## src/rtl/mem_port_ctrl_if.sv

```systemverilog
// mem_port_ctrl_if: bundle of CPU request/response and RAM port signals.
//   req_*  : CPU load/store request (valid/ready handshake, size, address, data)
//   resp_* : completion pulse, fault flag, load result
//   ram_*  : byte-enabled single-port RAM (we, word address, write data, read data)
// Modport slave is the controller view; master is the CPU + RAM environment view.
interface mem_port_ctrl_if #(
    parameter int unsigned RAM_ADDR_WIDTH = 13,
    parameter int unsigned RAM_BUS_WIDTH  = 32
);
    logic                      req_valid;
    logic                      req_ready;
    logic                      req_write;
    logic [1:0]                req_size;
    logic                      req_unsigned;
    logic [31:0]               req_addr;
    logic [31:0]               req_wdata;
    logic                      resp_done;
    logic                      resp_fault;
    logic [31:0]               resp_rdata;
    logic [3:0]                ram_we;
    logic [RAM_ADDR_WIDTH-1:0] ram_addr;
    logic [RAM_BUS_WIDTH-1:0]  ram_data;
    logic [RAM_BUS_WIDTH-1:0]  ram_out;

    modport slave (
        input  req_valid, req_write, req_size, req_unsigned, req_addr, req_wdata, ram_out,
        output req_ready, resp_done, resp_fault, resp_rdata, ram_we, ram_addr, ram_data
    );

    modport master (
        output req_valid, req_write, req_size, req_unsigned, req_addr, req_wdata, ram_out,
        input  req_ready, resp_done, resp_fault, resp_rdata, ram_we, ram_addr, ram_data
    );
endinterface

```

## src/rtl/mem_port_ctrl.sv

```systemverilog
// mem_port_ctrl: CPU-side initiator for a single-port byte-enabled block RAM.
// Takes one RV32 byte/half/word load or store at a time, rejects misaligned,
// illegal-size and out-of-range accesses, drives word address / byte enables /
// lane-replicated store data, and returns aligned, extended load data.
// Ports:
//   clk  : system clock, rising edge
//   rst  : synchronous active-high reset
//   bus  : mem_port_ctrl_if.slave (request, response and RAM signals)
module mem_port_ctrl #(
    parameter int unsigned RAM_ADDR_WIDTH = 13,
    parameter int unsigned RAM_BUS_WIDTH  = 32
) (
    input  logic                  clk,
    input  logic                  rst,
    mem_port_ctrl_if.slave        bus
);
    localparam int unsigned HI_SHIFT = RAM_ADDR_WIDTH + 2;

    typedef enum logic [1:0] {IDLE, ISSUE, RESP} state_t;

    state_t                    state_q, state_d;
    logic                      fault_q, write_q, unsigned_q;
    logic [1:0]                size_q, off_q;
    logic [3:0]                we_mask_q;
    logic [RAM_ADDR_WIDTH-1:0] addr_q;
    logic [31:0]               data_q, rdata_q;

    logic                      accept_c, fault_c;
    logic [3:0]                mask_c;
    logic [31:0]               lane_c, ext_c;
    logic [RAM_BUS_WIDTH-1:0]  shifted_c;

    assign accept_c = (state_q == IDLE) && bus.req_valid;

    // Alignment, size and range check on the incoming request
    always_comb begin
        fault_c = 1'b0;
        case (bus.req_size)
            2'b00:   fault_c = 1'b0;
            2'b01:   fault_c = bus.req_addr[0];
            2'b10:   fault_c = (bus.req_addr[1:0] != 2'b00);
            default: fault_c = 1'b1;
        endcase
        if ((bus.req_addr >> HI_SHIFT) != 32'd0) fault_c = 1'b1;
    end

    // Byte enables and lane replication for stores
    always_comb begin
        mask_c = 4'b0000;
        lane_c = bus.req_wdata;
        case (bus.req_size)
            2'b00: begin
                mask_c = 4'b0001 << bus.req_addr[1:0];
                lane_c = {4{bus.req_wdata[7:0]}};
            end
            2'b01: begin
                mask_c = bus.req_addr[1] ? 4'b1100 : 4'b0011;
                lane_c = {2{bus.req_wdata[15:0]}};
            end
            default: mask_c = 4'b1111;
        endcase
        if (!bus.req_write) mask_c = 4'b0000;
    end

    // Load alignment and sign/zero extension
    always_comb begin
        shifted_c = bus.ram_out >> {off_q, 3'b000};
        ext_c     = 32'(bus.ram_out);
        case (size_q)
            2'b00:   ext_c = {{24{shifted_c[7] & ~unsigned_q}}, shifted_c[7:0]};
            2'b01:   ext_c = {{16{shifted_c[15] & ~unsigned_q}}, shifted_c[15:0]};
            default: ext_c = 32'(bus.ram_out);
        endcase
    end

    // FSM state register
    always_ff @(posedge clk) begin
        if (rst) state_q <= IDLE;
        else     state_q <= state_d;
    end

    // FSM next state; faulting accesses skip ISSUE so the RAM is never touched
    always_comb begin
        state_d = state_q;
        case (state_q)
            IDLE:    if (bus.req_valid) state_d = fault_c ? RESP : ISSUE;
            ISSUE:   state_d = RESP;
            RESP:    state_d = IDLE;
            default: state_d = IDLE;
        endcase
    end

    // Request latch and load result register
    always_ff @(posedge clk) begin
        if (rst) begin
            fault_q    <= 1'b0;
            write_q    <= 1'b0;
            unsigned_q <= 1'b0;
            size_q     <= 2'b00;
            off_q      <= 2'b00;
            we_mask_q  <= 4'b0000;
            addr_q     <= '0;
            data_q     <= 32'd0;
            rdata_q    <= 32'd0;
        end else begin
            if (accept_c) begin
                fault_q    <= fault_c;
                write_q    <= bus.req_write;
                unsigned_q <= bus.req_unsigned;
                size_q     <= bus.req_size;
                off_q      <= bus.req_addr[1:0];
                we_mask_q  <= mask_c;
                addr_q     <= bus.req_addr[RAM_ADDR_WIDTH+1:2];
                data_q     <= lane_c;
            end
            if (state_q == RESP && !fault_q && !write_q) rdata_q <= ext_c;
        end
    end

    // Strobes are gated by rst so a reset in ISSUE/RESP suppresses them that cycle
    assign bus.req_ready  = (state_q == IDLE);
    assign bus.resp_done  = (state_q == RESP) && !rst;
    assign bus.resp_fault = (state_q == RESP) && !rst && fault_q;
    assign bus.resp_rdata = rdata_q;
    assign bus.ram_we     = ((state_q == ISSUE) && !rst) ? we_mask_q : 4'b0000;
    assign bus.ram_addr   = addr_q;
    assign bus.ram_data   = RAM_BUS_WIDTH'(data_q);
endmodule

```

## src/flat_wrapper.sv

```systemverilog
// flat-port wrapper written by rule: the top's interface ports become plain ports
module mem_port_ctrl_flat 
#(
    parameter int unsigned RAM_ADDR_WIDTH = 13,
    parameter int unsigned RAM_BUS_WIDTH  = 32
)
  (clk, rst, bus_req_valid, bus_req_write, bus_req_size, bus_req_unsigned, bus_req_addr, bus_req_wdata, bus_ram_out, bus_req_ready, bus_resp_done, bus_resp_fault, bus_resp_rdata, bus_ram_we, bus_ram_addr, bus_ram_data);
  mem_port_ctrl_if #(.RAM_ADDR_WIDTH(RAM_ADDR_WIDTH), .RAM_BUS_WIDTH(RAM_BUS_WIDTH)) bus_i ();
  input  logic clk;
  input  logic rst;
  input wire logic [$bits(bus_i.req_valid)-1:0] bus_req_valid;
  input wire logic [$bits(bus_i.req_write)-1:0] bus_req_write;
  input wire logic [$bits(bus_i.req_size)-1:0] bus_req_size;
  input wire logic [$bits(bus_i.req_unsigned)-1:0] bus_req_unsigned;
  input wire logic [$bits(bus_i.req_addr)-1:0] bus_req_addr;
  input wire logic [$bits(bus_i.req_wdata)-1:0] bus_req_wdata;
  input wire logic [$bits(bus_i.ram_out)-1:0] bus_ram_out;
  output wire logic [$bits(bus_i.req_ready)-1:0] bus_req_ready;
  output wire logic [$bits(bus_i.resp_done)-1:0] bus_resp_done;
  output wire logic [$bits(bus_i.resp_fault)-1:0] bus_resp_fault;
  output wire logic [$bits(bus_i.resp_rdata)-1:0] bus_resp_rdata;
  output wire logic [$bits(bus_i.ram_we)-1:0] bus_ram_we;
  output wire logic [$bits(bus_i.ram_addr)-1:0] bus_ram_addr;
  output wire logic [$bits(bus_i.ram_data)-1:0] bus_ram_data;
  assign bus_i.req_valid = bus_req_valid;
  assign bus_i.req_write = bus_req_write;
  assign bus_i.req_size = bus_req_size;
  assign bus_i.req_unsigned = bus_req_unsigned;
  assign bus_i.req_addr = bus_req_addr;
  assign bus_i.req_wdata = bus_req_wdata;
  assign bus_i.ram_out = bus_ram_out;
  assign bus_req_ready = bus_i.req_ready;
  assign bus_resp_done = bus_i.resp_done;
  assign bus_resp_fault = bus_i.resp_fault;
  assign bus_resp_rdata = bus_i.resp_rdata;
  assign bus_ram_we = bus_i.ram_we;
  assign bus_ram_addr = bus_i.ram_addr;
  assign bus_ram_data = bus_i.ram_data;
  mem_port_ctrl #(.RAM_ADDR_WIDTH(RAM_ADDR_WIDTH), .RAM_BUS_WIDTH(RAM_BUS_WIDTH)) u_core (.clk(clk), .rst(rst), .bus(bus_i));
endmodule
```

## config.mk

```make
export PLATFORM = sky130hd
export DESIGN_NAME = mem_port_ctrl_flat
export DESIGN_NICKNAME = d
export VERILOG_FILES = /design/src/rtl/mem_port_ctrl_if.sv /design/src/rtl/mem_port_ctrl.sv /design/src/flat_wrapper.sv
export SDC_FILE = /design/constraint.sdc
export NUM_CORES = 1
export LEC_CHECK = 0
export ABC_CLOCK_PERIOD_IN_PS = 1650
export CAP_MARGIN = 20
export CORE_ASPECT_RATIO = 1.5
export CORE_MARGIN = 2
export CORE_UTILIZATION = 38
export DETAILED_ROUTE_END_ITERATION = 10
export PLACE_DENSITY = 0.74
export SETUP_SLACK_MARGIN = 0.5
export SYNTH_ARGS = -nofsm -noshare
export SYNTH_HDL_FRONTEND = slang
export SYNTH_SLANG_ARGS = --single-unit
```

## constraint.sdc

```tcl
create_clock -name clk -period 1.65 [get_ports clk]
set_input_delay 0.2475 -clock clk [delete_from_list [all_inputs] [get_ports clk]]
set_output_delay 0.2475 -clock clk [all_outputs]
set_load 0.03 [all_outputs]
```

# [Yosys cells after proc, flatten, opt, wreduce, memory -nomap -nowiden]
# Index checks and enable logic that the tools add are counted.
[word_totals] reg_bits=90 inputBits=103 out_inout_bits=84 wordCells=46
[op_classes] eq_ne=6 shifts=2 muxes=11 n_bitwise=3 reduce_logical=14
[ops] operator="32-bit case mux with 2 select lines" n=2
[ops] operator="32-bit nonzero test" n=1
[ops] operator="32-bit by 5-bit right shift with 16-bit output" n=1
[ops] operator="4-bit 2-to-1 mux" n=3
[ops] operator="4-bit case mux with 2 select lines" n=1
[ops] operator="2-bit by 1-bit equality test with 1-bit output, second input constant" n=3
[ops] operator="1-bit logical AND" n=6
[ops] operator="2-bit zero test" n=3
[ops] operator="2-bit equality test, second input constant" n=2
[ops] operator="2-bit 2-to-1 mux" n=2
[ops] operator="2-bit case mux with 2 select lines" n=1
[ops] operator="1-bit by 2-bit left shift with 4-bit output, first input constant" n=1
[ops] operator="1-bit zero test" n=3
[ops] operator="1-bit case mux with 3 select lines" n=1
[ops] operator="1-bit bitwise AND" n=2
[ops] operator="2-bit inequality test, second input constant" n=1
[ops] operator="2-bit nonzero test" n=1
[ops] operator="1-bit 2-to-1 mux" n=1
[ops] operator="1-bit NOT" n=1

# [Logic depth before layout (Yosys ltp)]
# Gate-level depths: netlist (run 1).
[logic_depth] word_depth=6 ltp_mapped=6

# [Worst setup path before layout (run 1)]
# No wires, ideal clock.
[synth_timing] path_kind="register -> output" start="register u_core.state_q[0]" end="output port bus_resp_fault" arrival_time_ns=1.329 t_required_ns=1.402 path_slack_ns=0.074 stages_incl_launch_ff=4 path_cell_list="dfxtp_1 nand2b_1 nor2_1 and2_1"
[synth_between] elab_chain_cells=3
[synth_rtl] element="start: declaration" line="mem_port_ctrl.sv:21" rtl="state_t state_q, state_d;"
[synth_rtl] element="start signal: assignment" line="mem_port_ctrl.sv:79" rtl="else state_q <= state_d;"
[synth_rtl] element="2-bit equality test"
[synth_rtl] element="1-bit logical AND"
[synth_rtl] element="net bus_resp_done" line="flat_wrapper.sv:19" rtl="output wire logic [$bits(bus_i.resp_done)-1:0] bus_resp_done;"
[synth_rtl] element="1-bit logical AND" line="mem_port_ctrl.sv:123" rtl="assign bus.resp_fault = (state_q == RESP) && !rst && fault_q;"
[synth_rtl] element="end: declaration" line="flat_wrapper.sv:20" rtl="output wire logic [$bits(bus_i.resp_fault)-1:0] bus_resp_fault;"
# The timed path passes the listed nets, and every way through them passes these cells.

# [Final worst setup path (run 1)]
[layout_timing] start="register u_core.fault_q" end="register u_core.rdata_q[14], in the netlist u_core.bus.resp_rdata[14]"
[layout_between] elab_chain_cells=3
[layout_rtl] element="start: declaration" line="mem_port_ctrl.sv:22" rtl="logic fault_q, write_q, unsigned_q;"
[layout_rtl] element="start signal: assignment" line="mem_port_ctrl.sv:107" rtl="fault_q <= fault_c;"
[layout_rtl] element="1-bit zero test" line="mem_port_ctrl.sv:116" rtl="if (state_q == RESP && !fault_q && !write_q) rdata_q <= ext_c;"
[layout_rtl] element="1-bit logical AND (2 in series)" line="mem_port_ctrl.sv:116"
[layout_rtl] element="end signal: assignment" line="mem_port_ctrl.sv:116"
[layout_rtl] element="end: declaration" line="mem_port_ctrl.sv:26" rtl="logic [31:0] data_q, rdata_q;"
# Every way passes these cells.
# A chain may end at the register's enable or synchronous reset.

==> results of run 1 <==
kinds of logic after synthesis:
family / Yosys count / share of synthesized area [%]
simple gates: 202 / 20.16
buf+inv: 49 / 5.172
flops: 90 / 42.32
mux: 33 / 8.257
compound gates: 157 / 24.10
per-layer routing:
metal | GRT usage (%) | wire length (microns) | share of wire (%)
met1 | 27.94 | 5940 | 35
met2 | 49.75 | 9119 | 53
met3 | 6.222 | 1234 | 7.2
met4 | 15.73 | 837 | 4.9
met5 | 0 | 0 | 0
what timing repair did:
| action | 4_1_cts | 5_1_grt |
|---|---|---|
| setup buffers | 13 | 3 |
| setup endpoints to repair | 174 | 138 |
| pin swaps | 40 | 18 |
| cloned | 14 | 2 |
| gates resized for setup | 506 | 125 |
through the flow:
step	worst slack, ps	std cells	total power, uW	hold WS [ps]
global placement	-173.3	864	3960	441.1
CTS	99.09	907	6168	444.6
floorplan	151.1	531	3222	376.0
finish	82.10	912	6263	344.4
detailed placement	-209.3	864	3987	440.4
global route	23.84	912	6506	354.0
state kept, by name, indices dropped and copies added (netlist names):
name	flops
u_core.fault_q	1
u_core.unsigned_q	1
u_core.size_q	2
u_core.we_mask_q	4
u_core.state_q	2
u_core.off_q	2
u_core.bus.ram_data	32
u_core.bus.ram_addr	13
u_core.bus.resp_rdata	32
u_core.write_q	1
cell type report:
type	count	area (sq um)	area share [%]
clock inverters	5	38.79	0.5106
repair buffers	264	2729	35.92
well taps	147	183.9	2.421
inverters	3	11.26	0.1482
flip-flops and latches	90	1819	23.95
multi-input cells	392	2561	33.72
clock buffers	11	252.7	3.327
worst max-delay path, cell delays in order (launching register included):
cell and delay, ps:
dfxtp_1 320, or4b_4 600, a21o_4 260, a21oi_1 160, nor3_1 70
worst max-delay path by stage:
| stage | to | slack, ps | startpoint | cells after the start |
|---|---|---|---|---|
| after floorplan | u_core.bus.resp_rdata[15] | 150 | u_core.state_q[0] | 5 |
| after global placement | u_core.bus.resp_rdata[15] | -170 | bus_ram_out[15] | 5 |
| after detailed placement | u_core.bus.resp_rdata[15] | -210 | bus_ram_out[15] | 5 |
| after CTS | u_core.bus.resp_rdata[27] | 100 | u_core.off_q[0] | 6 |
| after global routing | u_core.bus.resp_rdata[25] | 20 | u_core.off_q[0] | 6 |
| final | u_core.bus.resp_rdata[14] | 80 | u_core.fault_q | 4 |
cell usage in the layout (no fill, tap or decap), types with 8 or more instances in the layout:
cell type and instances:
clkbuf_16 11, buf_2 31, buf_12 12, a211oi_2 13, nor3_1 11, buf_4 59, a21oi_2 13, a311oi_1 8
mux2i_1 25, nand2_2 20, a21oi_1 61, buf_6 27, dfxtp_1 82, clkbuf_4 17, nor2_1 46, buf_16 10
clkdlybuf4s50_1 85, a211oi_1 14, nand2_1 85, o21ai_0 16
synth_stat cells, types with 3 or more instances:
cell / instances
mux2i_1: 25
nand2_1: 110
a221o_1: 7
o221ai_1: 7
buf_2: 13
and3_1: 4
a211oi_1: 24
buf_1: 4
nor4_1: 3
a21oi_1: 74
a311oi_1: 8
a211oi_2: 3
nand2b_1: 8
o21ai_0: 18
dfxtp_1: 90
nor2_1: 54
clkbuf_1: 25
inv_1: 3
mux2_2: 7
nor3_1: 11
a2bb2oi_1: 9
report_power, final:
group	switching, uW	total [uW]	internal, uW
Sequential	99.1	2410	2320
Combinational	954	1860	903
Clock	885	1990	1110
Total	1940	6260	4320
==> results.py, run 1 <==
metrics = {
    "outcome": {
        "outcome": "finished clean",
    },
    "power_and_ir_drop": {
        "ir_drop_mv": 0.5597,
        "power_density_nw_per_um2": 824.5,
        "leakagePower_uw": 0.003166,
    },
    "final_layout": {
        "fin_nets": 863,
        "utilization_pct": 69.08,
        "fin_area_sq_um": 7596,
        "drive_gt1_share_pct": 35.95,
        "nFillCells": 871,
        "area_growth_pct": 78.40,
        "antenna_cells": 0,
    },
    "cts": {
        "clk_latency_ps": 340,
        "htreeDepth": 3,
        "clockBufferDepth": 2,
        "cts-root-buf": "clkbuf_16",
        "cts_tree": "built",
        "clock-sinks": 90,
        "cts_hold_buffers": 0,
        "cts_made_buffers": 9,
        "clk_pin_slew_ps": 70,
    },
    "logic_synthesis": {
        "ys_top_cells_by_area": "dfxtp_1 (42%), nand2_1 (9.7%), a21oi_1 (8.7%)",
        "synth_top_area_share_pct": 42.32,
        "synth_cell_type_count": 40,
        "syn_avg_cell_area_sq_um": 8.019,
        "synth_enable_flop_cells": 0,
        "synth_seq_cells": 90,
        "yosysSeqAreaShare_pct": 42.32,
        "syn_area_sq_um": 4258,
        "ys_warn_count": 0,
        "synth_ff_type": "dfxtp_1",
        "synth_nets": 634,
        "synthArstFlopShare_pct": 0,
        "synthCells": 531,
        "synth_largest_area_cell": "dfxtp_1",
    },
    "global_routing": {
        "grt_max_degree": 90,
        "grt_pass1_wl_microns": 25850,
        "first_global_vias": 4956,
        "track_usage_pct": 27.09,
        "grt-ovfl-total": 0,
        "antenna_found_initial": 0,
    },
    "drt": {
        "detail_route.iter0.violations": 169,
        "viasPerCell": 5.500,
        "wl_microns": 17130,
        "wl_per_cell_microns": 18.79,
        "dr.pass1.iters": 4,
        "ant_nets": 0,
        "vias": 5016,
        "drc": 0,
    },
    "placed_design": {
        "hpwl_microns": 10570,
        "gp_congestion": 0.9196,
        "port_buffers": 186,
        "placed_area_sq_um": 6541,
    },
    "worst_hold_path": {
        "hold_path_class": "in2reg",
        "min_from": "bus_req_size[1]",
        "whs_endpoint": "u_core.size_q[1]",
        "whs_path_depth": 4,
    },
    "sta": {
        "slew_viol_final": 0,
        "fmax_mhz": 637.8,
        "tns_ps": 0,
        "setup_viol": 0,
        "min_period_ps": 1568,
        "tightest_slew_ps": 1057,
        "relSlewSlack_pct": 29.56,
        "rsz0062_at_grt": "yes",
        "min_period_over_period_pct": 95.02,
        "final-hold-violation-count": 0,
        "fin_skew_ps": 5.824,
    },
    "floorplanning": {
        "rows": 47,
        "start_util_pct": 38.72,
        "dieArea_sq_um": 12090,
        "coreArea_sq_um": 11000,
        "io_pins": 187,
        "die_height_microns": 133.6,
        "die_width_microns": 90.43,
    },
    "setup_path": {
        "rrSetupSlack_ps": 80,
        "required_ps": 1820,
        "critPathMaxFanout": 8,
        "crit_arrival_ps": 1740,
        "worstRegToRegCells": 4,
        "endpoint_kind": "flop",
        "path_class": "reg2reg",
        "timing.rr.start": "u_core.fault_q",
        "worstReg2RegEnd": "u_core.bus.resp_rdata[14]",
        "cp-start-kind": "flop",
    },
    "run": {
        "drv_cap": 0,
    },
}
Note: power is estimated with default switching activity, not from simulation.
==> inputs of run 2 (changes only) <==
--- a/config.mk
+++ b/config.mk
@@ -5,14 +5,15 @@
 export SDC_FILE = /design/constraint.sdc
 export NUM_CORES = 1
 export LEC_CHECK = 0
-export ABC_CLOCK_PERIOD_IN_PS = 1650
-export CAP_MARGIN = 20
+export ABC_CLOCK_PERIOD_IN_PS = 1400
+export CAP_MARGIN = 25
 export CORE_ASPECT_RATIO = 1.5
 export CORE_MARGIN = 2
 export CORE_UTILIZATION = 38
 export DETAILED_ROUTE_END_ITERATION = 10
 export PLACE_DENSITY = 0.74
 export SETUP_SLACK_MARGIN = 0.5
+export SKIP_CTS_REPAIR_TIMING = 1
 export SYNTH_ARGS = -nofsm -noshare
 export SYNTH_HDL_FRONTEND = slang
 export SYNTH_SLANG_ARGS = --single-unit
==> constraint.sdc (replaced) <==
create_clock -name clk -period 1.4 [get_ports clk]
set_input_delay 0.21 -clock clk [delete_from_list [all_inputs] [get_ports clk]]
set_output_delay 0.21 -clock clk [all_outputs]
set_load 0.03 [all_outputs]
==> run 2 against run 1 <==
Compared with the run above:
- the flow now finishes with violations (negative setup slack)
- via count is 1.8% higher
- setup slack worse by 320 ps
- first-iteration DRC count is 48% higher
- die area stayed put
- final cell count is 2.9% higher
- utilization is 5.2 points higher
- sequential power is 20% higher
- flip-flop and latch count stayed put
- non-clock buffer count is 28 higher
- clock skew is 1.0 ps higher
- critical path depth is 3 higher
==> results.py, run 2 (synthesized netlist as in run 1, its figures left out) <==
metrics = {
    "drt": {
        "drc": 0,
        "met1_length_microns": 6315,
        "detail_route.iter0.violations": 250,
        "wl_per_cell_microns": 18.95,
        "wl_met2_microns": 9618,
        "viasPerCell": 5.445,
        "ant_nets": 0,
        "vias": 5107,
        "dr_wl_met3_microns": 1011,
        "wl_microns": 17780,
        "dr.pass1.iters": 4,
        "top_layer": "met4",
    },
    "setup_path": {
        "crit_arrival_ps": 1870,
        "path_class": "reg2reg",
        "cp-start-kind": "flop",
        "required_ps": 1630,
        "critPathMaxFanout": 8,
        "endpoint_kind": "flop",
    },
    "floorplanning": {
        "die_height_microns": 133.6,
        "rows": 47,
        "die_width_microns": 90.43,
        "start_util_pct": 38.72,
        "coreArea_sq_um": 11000,
        "io_pins": 187,
        "dieArea_sq_um": 12090,
    },
    "final_layout": {
        "multi_input_area_sq_um": 2530,
        "area_growth_pct": 91.89,
        "regArea_sq_um": 1903,
        "fin_nets": 891,
        "antenna_cells": 0,
        "final_common_cell": "nand2_1",
        "nFillCells": 761,
        "layout_common_cells": "nand2_1 (100), clkdlybuf4s50_1 (93), buf_6 (90)",
        "drive_gt1_share_pct": 45.26,
    },
    "sta": {
        "min_period_ps": 1638,
        "final-hold-violation-count": 0,
        "rsz0062_at_grt": "yes",
        "setup_slack_ps": -237.8,
        "tns_ps": -4334,
        "setup_viol": 53,
        "slew_viol_final": 0,
        "tightest_slew_ps": 498.8,
        "fmax_mhz": 610.6,
        "fin_skew_ps": 6.830,
        "relSlewSlack_pct": 66.70,
        "min_period_over_period_pct": 117.0,
    },
    "global_routing": {
        "first_global_vias": 4692,
        "antenna_found_initial": 0,
        "grt_pass1_wl_microns": 23120,
        "grt-ovfl-total": 0,
        "grt_max_degree": 79,
        "track_usage_pct": 23.91,
    },
    "cts": {
        "cts-root-buf": "clkbuf_16",
        "cts_made_buffers": 9,
        "htreeDepth": 3,
        "clock-sinks": 90,
        "clockBufferDepth": 2,
        "cts_tree": "built",
        "clk_latency_ps": 340,
        "clk_pin_slew_ps": 70,
    },
    "placed_design": {
        "hpwl_microns": 10930,
        "port_buffers": 186,
        "gp_congestion": 0.8473,
    },
    "outcome": {
        "outcome": "finished with violations",
        "violations": "negative setup slack",
    },
    "power_and_ir_drop": {
        "p_total_uw": 8098,
        "power_density_nw_per_um2": 991.1,
        "leakagePower_uw": 0.003419,
        "ir_drop_mv": 0.6863,
    },
    "run": {
        "drv_cap": 0,
    },
    "worst_hold_path": {
        "hold_path_class": "in2reg",
    },
}
-- run 2: cell types whose count changed in the layout (fill, tap and decap cells not counted), sizes merged, moves of 5 or more --
cell           delta
buf              +41
clkbuf           -13
clkdlybuf4s50     +8
clkdlybuf4s15     -6
dlygate4sd2       -6
dlymetal6s2s      +5
-- run 2: path summary, 6_finish.rpt --
| kind | startpoint | to | slack (ps) | cells past startpoint |
|---|---|---|---|---|
| hold reg to reg | u_core.bus.resp_rdata[1] | u_core.bus.resp_rdata[1] | 460 | 2 |
| setup reg to reg | u_core.state_q[0] | u_core.bus.resp_rdata[23] | -240 | 7 |
| setup / recovery | u_core.state_q[0] | u_core.bus.resp_rdata[23] | -240 | 7 |
| hold / removal | rst | u_core.bus.ram_addr[7] | 380 | 3 |
-- run 2: layout make-up --
class / instances / share of cell area [%]
Timing Repair Buffer: 292 / 39.02
Tap cell: 147 / 2.251
Clock inverter: 5 / 1.577
Inverter: 3 / 0.1378
Clock buffer: 9 / 2.757
Sequential cell: 90 / 23.29
Multi-Input combinational cell: 392 / 30.96
-- run 2: critical path, stage by stage (launching register included) --
cell,delay (ps)
dfxtp_2,330
buf_6,130
nand2b_4,160
nor3_4,260
buf_12,170
clkbuf_16,160
nor2_1,50
a211oi_1,260
-- run 2: metal layers --
layer | global-route usage (%) | vias to the layer above
met2 | 43.19 | 249
li1 | - | 2389
met1 | 26.26 | 2408
met4 | 11.71 | 0
met5 | 0 | -
met3 | 5.373 | 61
-- run 2: metrics by stage --
stage / setup slack, ps / utilization [%] / cells / cell area [sq um] / hold slack [ps]
after floorplan: -98.90 / - / 531 / 4289 / 338.5
after global placement: -343.7 / 61.54 / 888 / 6768 / 441.0
after detailed placement: -407.4 / 61.54 / 888 / 6768 / 446.3
after CTS: -250.6 / 64.76 / 902 / 7122 / 306.5
after global routing: -257.2 / 74.30 / 938 / 8170 / 377.3
final: -237.8 / 74.30 / 938 / 8170 / 380.4
-- run 2: where the power goes --
group | switching [uW] | internal, uW | total [uW] | leakage, uW
logic | 1110 | 1180 | 2290 | 0.00248
clock network | 997 | 1910 | 2910 | 0.000172
registers | 143 | 2760 | 2900 | 0.000770
total | 2250 | 5840 | 8100 | 0.00342
==> RTL change 1, RTL diff (flow settings as in run 1) <==
`RAM_BUS_WIDTH` is set to 32 in 3 places; all go to 16.
--- a/src/rtl/mem_port_ctrl_if.sv
+++ b/src/rtl/mem_port_ctrl_if.sv
@@ -5,7 +5,7 @@
 // Modport slave is the controller view; master is the CPU + RAM environment view.
 interface mem_port_ctrl_if #(
     parameter int unsigned RAM_ADDR_WIDTH = 13,
-    parameter int unsigned RAM_BUS_WIDTH  = 32
+    parameter int unsigned RAM_BUS_WIDTH  = 16
 );
     logic                      req_valid;
     logic                      req_ready;
--- a/src/rtl/mem_port_ctrl.sv
+++ b/src/rtl/mem_port_ctrl.sv
@@ -8,7 +8,7 @@
 //   bus  : mem_port_ctrl_if.slave (request, response and RAM signals)
 module mem_port_ctrl #(
     parameter int unsigned RAM_ADDR_WIDTH = 13,
-    parameter int unsigned RAM_BUS_WIDTH  = 32
+    parameter int unsigned RAM_BUS_WIDTH  = 16
 ) (
     input  logic                  clk,
     input  logic                  rst,
--- a/src/flat_wrapper.sv
+++ b/src/flat_wrapper.sv
@@ -2,7 +2,7 @@
 module mem_port_ctrl_flat 
 #(
     parameter int unsigned RAM_ADDR_WIDTH = 13,
-    parameter int unsigned RAM_BUS_WIDTH  = 32
+    parameter int unsigned RAM_BUS_WIDTH  = 16
 )
   (clk, rst, bus_req_valid, bus_req_write, bus_req_size, bus_req_unsigned, bus_req_addr, bus_req_wdata, bus_ram_out, bus_req_ready, bus_resp_done, bus_resp_fault, bus_resp_rdata, bus_ram_we, bus_ram_addr, bus_ram_data);
   mem_port_ctrl_if #(.RAM_ADDR_WIDTH(RAM_ADDR_WIDTH), .RAM_BUS_WIDTH(RAM_BUS_WIDTH)) bus_i ();
Interface: changed (resized bus_ram_data and bus_ram_out); port bits go from 187 to 155. The function was not compared with the original's and may differ.
==> RTL change 1 against run 1 <==
- total power shrank 34%
- sequential share of layout area is 0.91 points lower
- sequential power is 34% lower
- cell area down 32%
- sequential cell count decreased by 31
- critical endpoint is now bus_ram_we[1]
- critical path depth did not move
- wire length fell by 41%
- area after synthesis down 37%
- worst setup slack improved by 48 ps
- clock power is 34% lower
- global-route usage fell by 4.2 points
- count of clock-buffer cells in the layout unchanged
- fmax rose by 3.1%
==> RTL change 1: results (changes against run 1) <==
cp.arrival_ps: 1270  # -470 ps
grtUsageTotal_pct: 22.9  # -4.2 points
synth_cell_type_count: 38  # -5.0%
async_reset_ff_share_pct: 0  # unchanged
drt-pass1-iter-count: 5  # +1
cts.path.max_buffers: 2  # unchanged
clkTransAtPathRegs_ps: 60
vdd_drop_max_uv: 637  # +14%
fillers: 469  # -46%
hold_ws_ps: 345  # +0.250 ps
place_congestion: 0.807  # -12%
relSlewSlack_pct: 43.0  # +13 points
synthMuxAreaShare_pct: 0.372  # -7.9 points
wl_um: 10100  # -41%
r2r-start: "u_core.state_q[0]$_SDFFE_PP0P_"
grt_pass1_wl_um: 14000  # -46%
hpwl_um: 5770  # -45%
yosysWarnings: 0  # unchanged
antenna_found_initial: 0  # unchanged
hp-class: "input port to flop"
grt_max_degree: 59  # -34%
synthTopCellsByCount: "82 x nand2_1, 59 x dfxtp_1, 39 x a21oi_1"
finalNetCount: 590  # -32%
min_path_cells: 5  # +1
cp_max_fo: 5  # -3
vias_per_cell: 5.33  # -3.1%
clock_latency_ps: 330
dpl-instance-area_um2: 4100  # -37%
largest_reg_flops: 17
synthAdderAreaFrac_pct: 0  # unchanged
portBuffers: 138  # -26%
dr.first_iter.drc_count: 149  # -12%
outcome: "complete, no violations"
hp-start: "bus_req_addr[25]"
ys_seq_area_share_pct: 43.9  # +1.6 points
h-tree-depth: 3  # unchanged
ys.flop_type: "dfxtp_1"
reg2reg_to: "u_core.we_mask_q[3]$_SDFFE_PP0P_"
synth_nets: 425  # -33%
hold_path_end: "u_core.state_q[0]$_SDFFE_PP0P_"
tns_ps: 0  # unchanged
drive_gt1_share_pct: 49.2  # +13 points
grt_pass1_vias: 2915  # -41%
reg2regPathDepth: 7  # +3
num_antenna_cells: 0  # unchanged
skew_ps: 9.22  # +3.40 ps
cts-root-buf: "clkbuf_8"
numCtsBuffers: 9  # unchanged
synth_compound_area_share_pct: 19.8  # -4.3 points
r2r_slack_ps: 200  # +120 ps
netlist_top_cells_area: "dfxtp_1 44%, nand2_1 11%, a21oi_1 7.3%, nor2_1 5.3%, buf_4 4.5%"
leakage_uw: 0.00223  # -29%
yosys.area_share.xor_xnor_pct: 0  # unchanged
RTL change 1: layer usage:
layer	GRT usage (%)	part of all wire, %
met2	38.4	54
met3	5.17	4.0
met1	26.2	37
met5	0	0
met4	13.0	4.9
RTL change 1: how the worst max path moves through the flow:
stage / start / end / cells after the start
2_1_floorplan: u_core.state_q[0]$_SDFFE_PP0P_ / u_core.bus.resp_rdata[30]$_SDFFE_PP0P_ / 5
3_3_place_gp: bus_req_addr[18] / u_core.fault_q$_SDFFE_PP0P_ / 5
3_5_place_dp: bus_req_addr[18] / u_core.fault_q$_SDFFE_PP0P_ / 5
4_1_cts: u_core.state_q[1]$_SDFFE_PP0P_ / bus_ram_we[1] / 4
5_1_grt: u_core.state_q[1]$_SDFFE_PP0P_ / bus_ram_we[1] / 4
6_report: u_core.state_q[1]$_SDFFE_PP0P_ / bus_ram_we[1] / 4
RTL change 1: power by group:
part	switching (uW)	internal [uW]	total [uW]
logic	653	597	1250
clock network	588	731	1320
registers	67.2	1520	1580
RTL change 1: cell families (layout without fill, tap and decap cells):
family	count (synthesis)	count (layout)
AOI/OAI and AO/OA	80	81
DFF	59	59
buffers and inverters	39	208
and+or+nand+nor	159	159
muxes	1	1
RTL change 1: layout make-up:
cell class	instances	area, um^2	area share [%]
Clock buffer	11	141	2.73
Clock inverter	5	52.6	1.01
Inverter	1	3.75	0.0724
Multi-Input combinational cell	241	1780	34.3
Sequential cell	59	1190	23.0
Tap cell	78	97.6	1.88
Timing Repair Buffer	191	1920	37.0
RTL change 1: per-stage QoR:
step                setup slack, ps  instances
global placement              -28.5        536
floorplan                       273        338
detailed placement            -51.6        536
global route                   75.2        586
finish                          130        586
CTS                             152        573
RTL change 1: worst max-delay path, stage by stage, from the launching register on:
cell and delay, ps:
dfxtp_2 320, buf_6 120, nor2_4 150, and3_4 220, buf_6 130
RTL change 1: what timing repair did:
| action | 4_1_cts | 5_1_grt |
|---|---|---|
| pin swaps | 30 | 53 |
| setup endpoints to repair | 127 | 102 |
| gates resized for setup | 429 | 157 |
| hold endpoints to repair | 0 | 0 |
| gates cloned | 6 | 2 |
| setup buffers | 15 | 11 |
==> RTL change 2, RTL diff (settings of run 1) <==
Made on the original files. Encoding of `state_t`: now one-hot (3 bits for 3 states).
--- a/src/rtl/mem_port_ctrl.sv
+++ b/src/rtl/mem_port_ctrl.sv
@@ -16,7 +16,7 @@
 );
     localparam int unsigned HI_SHIFT = RAM_ADDR_WIDTH + 2;
 
-    typedef enum logic [1:0] {IDLE, ISSUE, RESP} state_t;
+    typedef enum logic [2:0] {IDLE = 3'b001, ISSUE = 3'b010, RESP = 3'b100} state_t;
 
     state_t                    state_q, state_d;
     logic                      fault_q, write_q, unsigned_q;
Formal check against the unedited RTL: no difference found for any inputs over 10 cycles, from zero or initial values and one cycle with rst high; not proved beyond that.
==> RTL change 2 against run 1 <==
- the run now ends with negative setup slack left
- total power grew 5.5%
- cell area grew 15%
- area after synthesis grew 4.1%
- sequential cell count grew 1
- count of clock-buffer cells in the layout shrank 1
- wire length grew 15%
- die area grew 4.0%
- worst setup slack lost 150 ps
- largest cell class is now multi-input combinational cells
- highest routed layer unchanged
==> RTL change 2: results (changes against run 1) <==
outcome: "finished, violations left"
violations: "negative setup slack"
grt_pass1_wl_um: 28300  # +9.5%
dp.cells: 868  # +0.46%
reg2regPathDepth: 9  # +5
power.internal_uw: 4540  # +5.0%
min_path_cells: 2  # -2
synthTopCellsByCount: "97 x nand2_1, 91 x dfxtp_1, 53 x a21oi_1"
vias: 5222  # +4.1%
drive_gt1_share_pct: 51.6  # +16 points
setup_ws_ps: -64.8  # -147 ps
cp_max_fo: 6  # -2
hpwl_um: 10500  # -0.21%
relSlewSlack_pct: 65.0  # +35 points
setup_viol: 4  # +4
cpMaxStageDelayCell: "dfxtp_4"
fillers: 714  # -18%
grt_pass1_vias: 5376  # +8.5%
leakage_uw: 0.00366  # +16%
skew_ps: 9.12  # +3.30 ps
vias_per_cell: 5.61  # +2.0%
synth_cells: 542  # +2.1%
cp_slowest_stage_delay_ps: 380  # -220 ps
post-place-ws_ps: -107  # +103 ps
dr.first_iter.drc_count: 174  # +3.0%
grt_max_degree: 75  # -17%
grtUsageTotal_pct: 28.9  # +1.8 points
-- RTL change 2: worst paths after layout --
kind                                             start                                     end  slack [ps]
setup / recovery        u_core.state_q[0]$_SDFFE_PP1P_                           bus_ram_we[3]         -60
hold / removal                                     rst   u_core.bus.resp_rdata[5]$_SDFFE_PP0P_         270
hold reg to reg   u_core.bus.ram_data[31]$_SDFFE_PP0P_    u_core.bus.ram_data[31]$_SDFFE_PP0P_         460
setup reg to reg        u_core.state_q[2]$_SDFFE_PP0P_  u_core.bus.resp_rdata[22]$_SDFFE_PP0P_           0
-- RTL change 2: kinds of logic after synthesis --
logic type	after synthesis	synth area share [%]
compound gates	166	23.9
buf+inv	49	4.83
flops	91	41.1
mux	50	11.3
simple gates	186	18.9
-- RTL change 2: cell type report --
class,count,area [um^2],share of cell area [%]
timing repair buffer,269,2970,34.0
sequential,91,1890,21.6
clock buffer,10,239,2.74
inverter,4,15.0,0.172
multi-input combinational,402,3370,38.6
tap,150,188,2.15
clock inverter,5,62.6,0.716
-- RTL change 2: per-stage QoR --
| stage | instance area [um^2] | TNS, ps |
|---|---|---|
| finish | 8730 | -238 |
| floorplan | 4540 | 0 |
| global route | 8730 | -1320 |
| detailed placement | 6670 | -2520 |
| CTS | 8100 | -218 |
| global placement | 6670 | -1280 |
-- RTL change 2: per-layer routing --
layer | GRT usage, % | up-vias | part of all wire [%]
li1 | - | 2388 | -
met1 | 30.4 | 2528 | 35
met2 | 54.0 | 243 | 55
met3 | 6.82 | 63 | 6.1
met4 | 13.2 | 0 | 4.2
met5 | 0 | - | 0
-- RTL change 2: what timing repair did --
action	4_1_cts	5_1_grt
buffers inserted	20	10
cloned	18	0
setup endpoints to repair	174	149
pin swaps	71	48
gates resized for setup	657	201
-- RTL change 2: power by group through the flow --
stage	Clock (uW)	Combinational, uW	Sequential (uW)
after CTS	2130	1770	2420
final	2140	2010	2460
after global placement	0	1300	2430
after global routing	2230	2100	2470
after detailed placement	0	1320	2440
after floorplan	0	509	2610
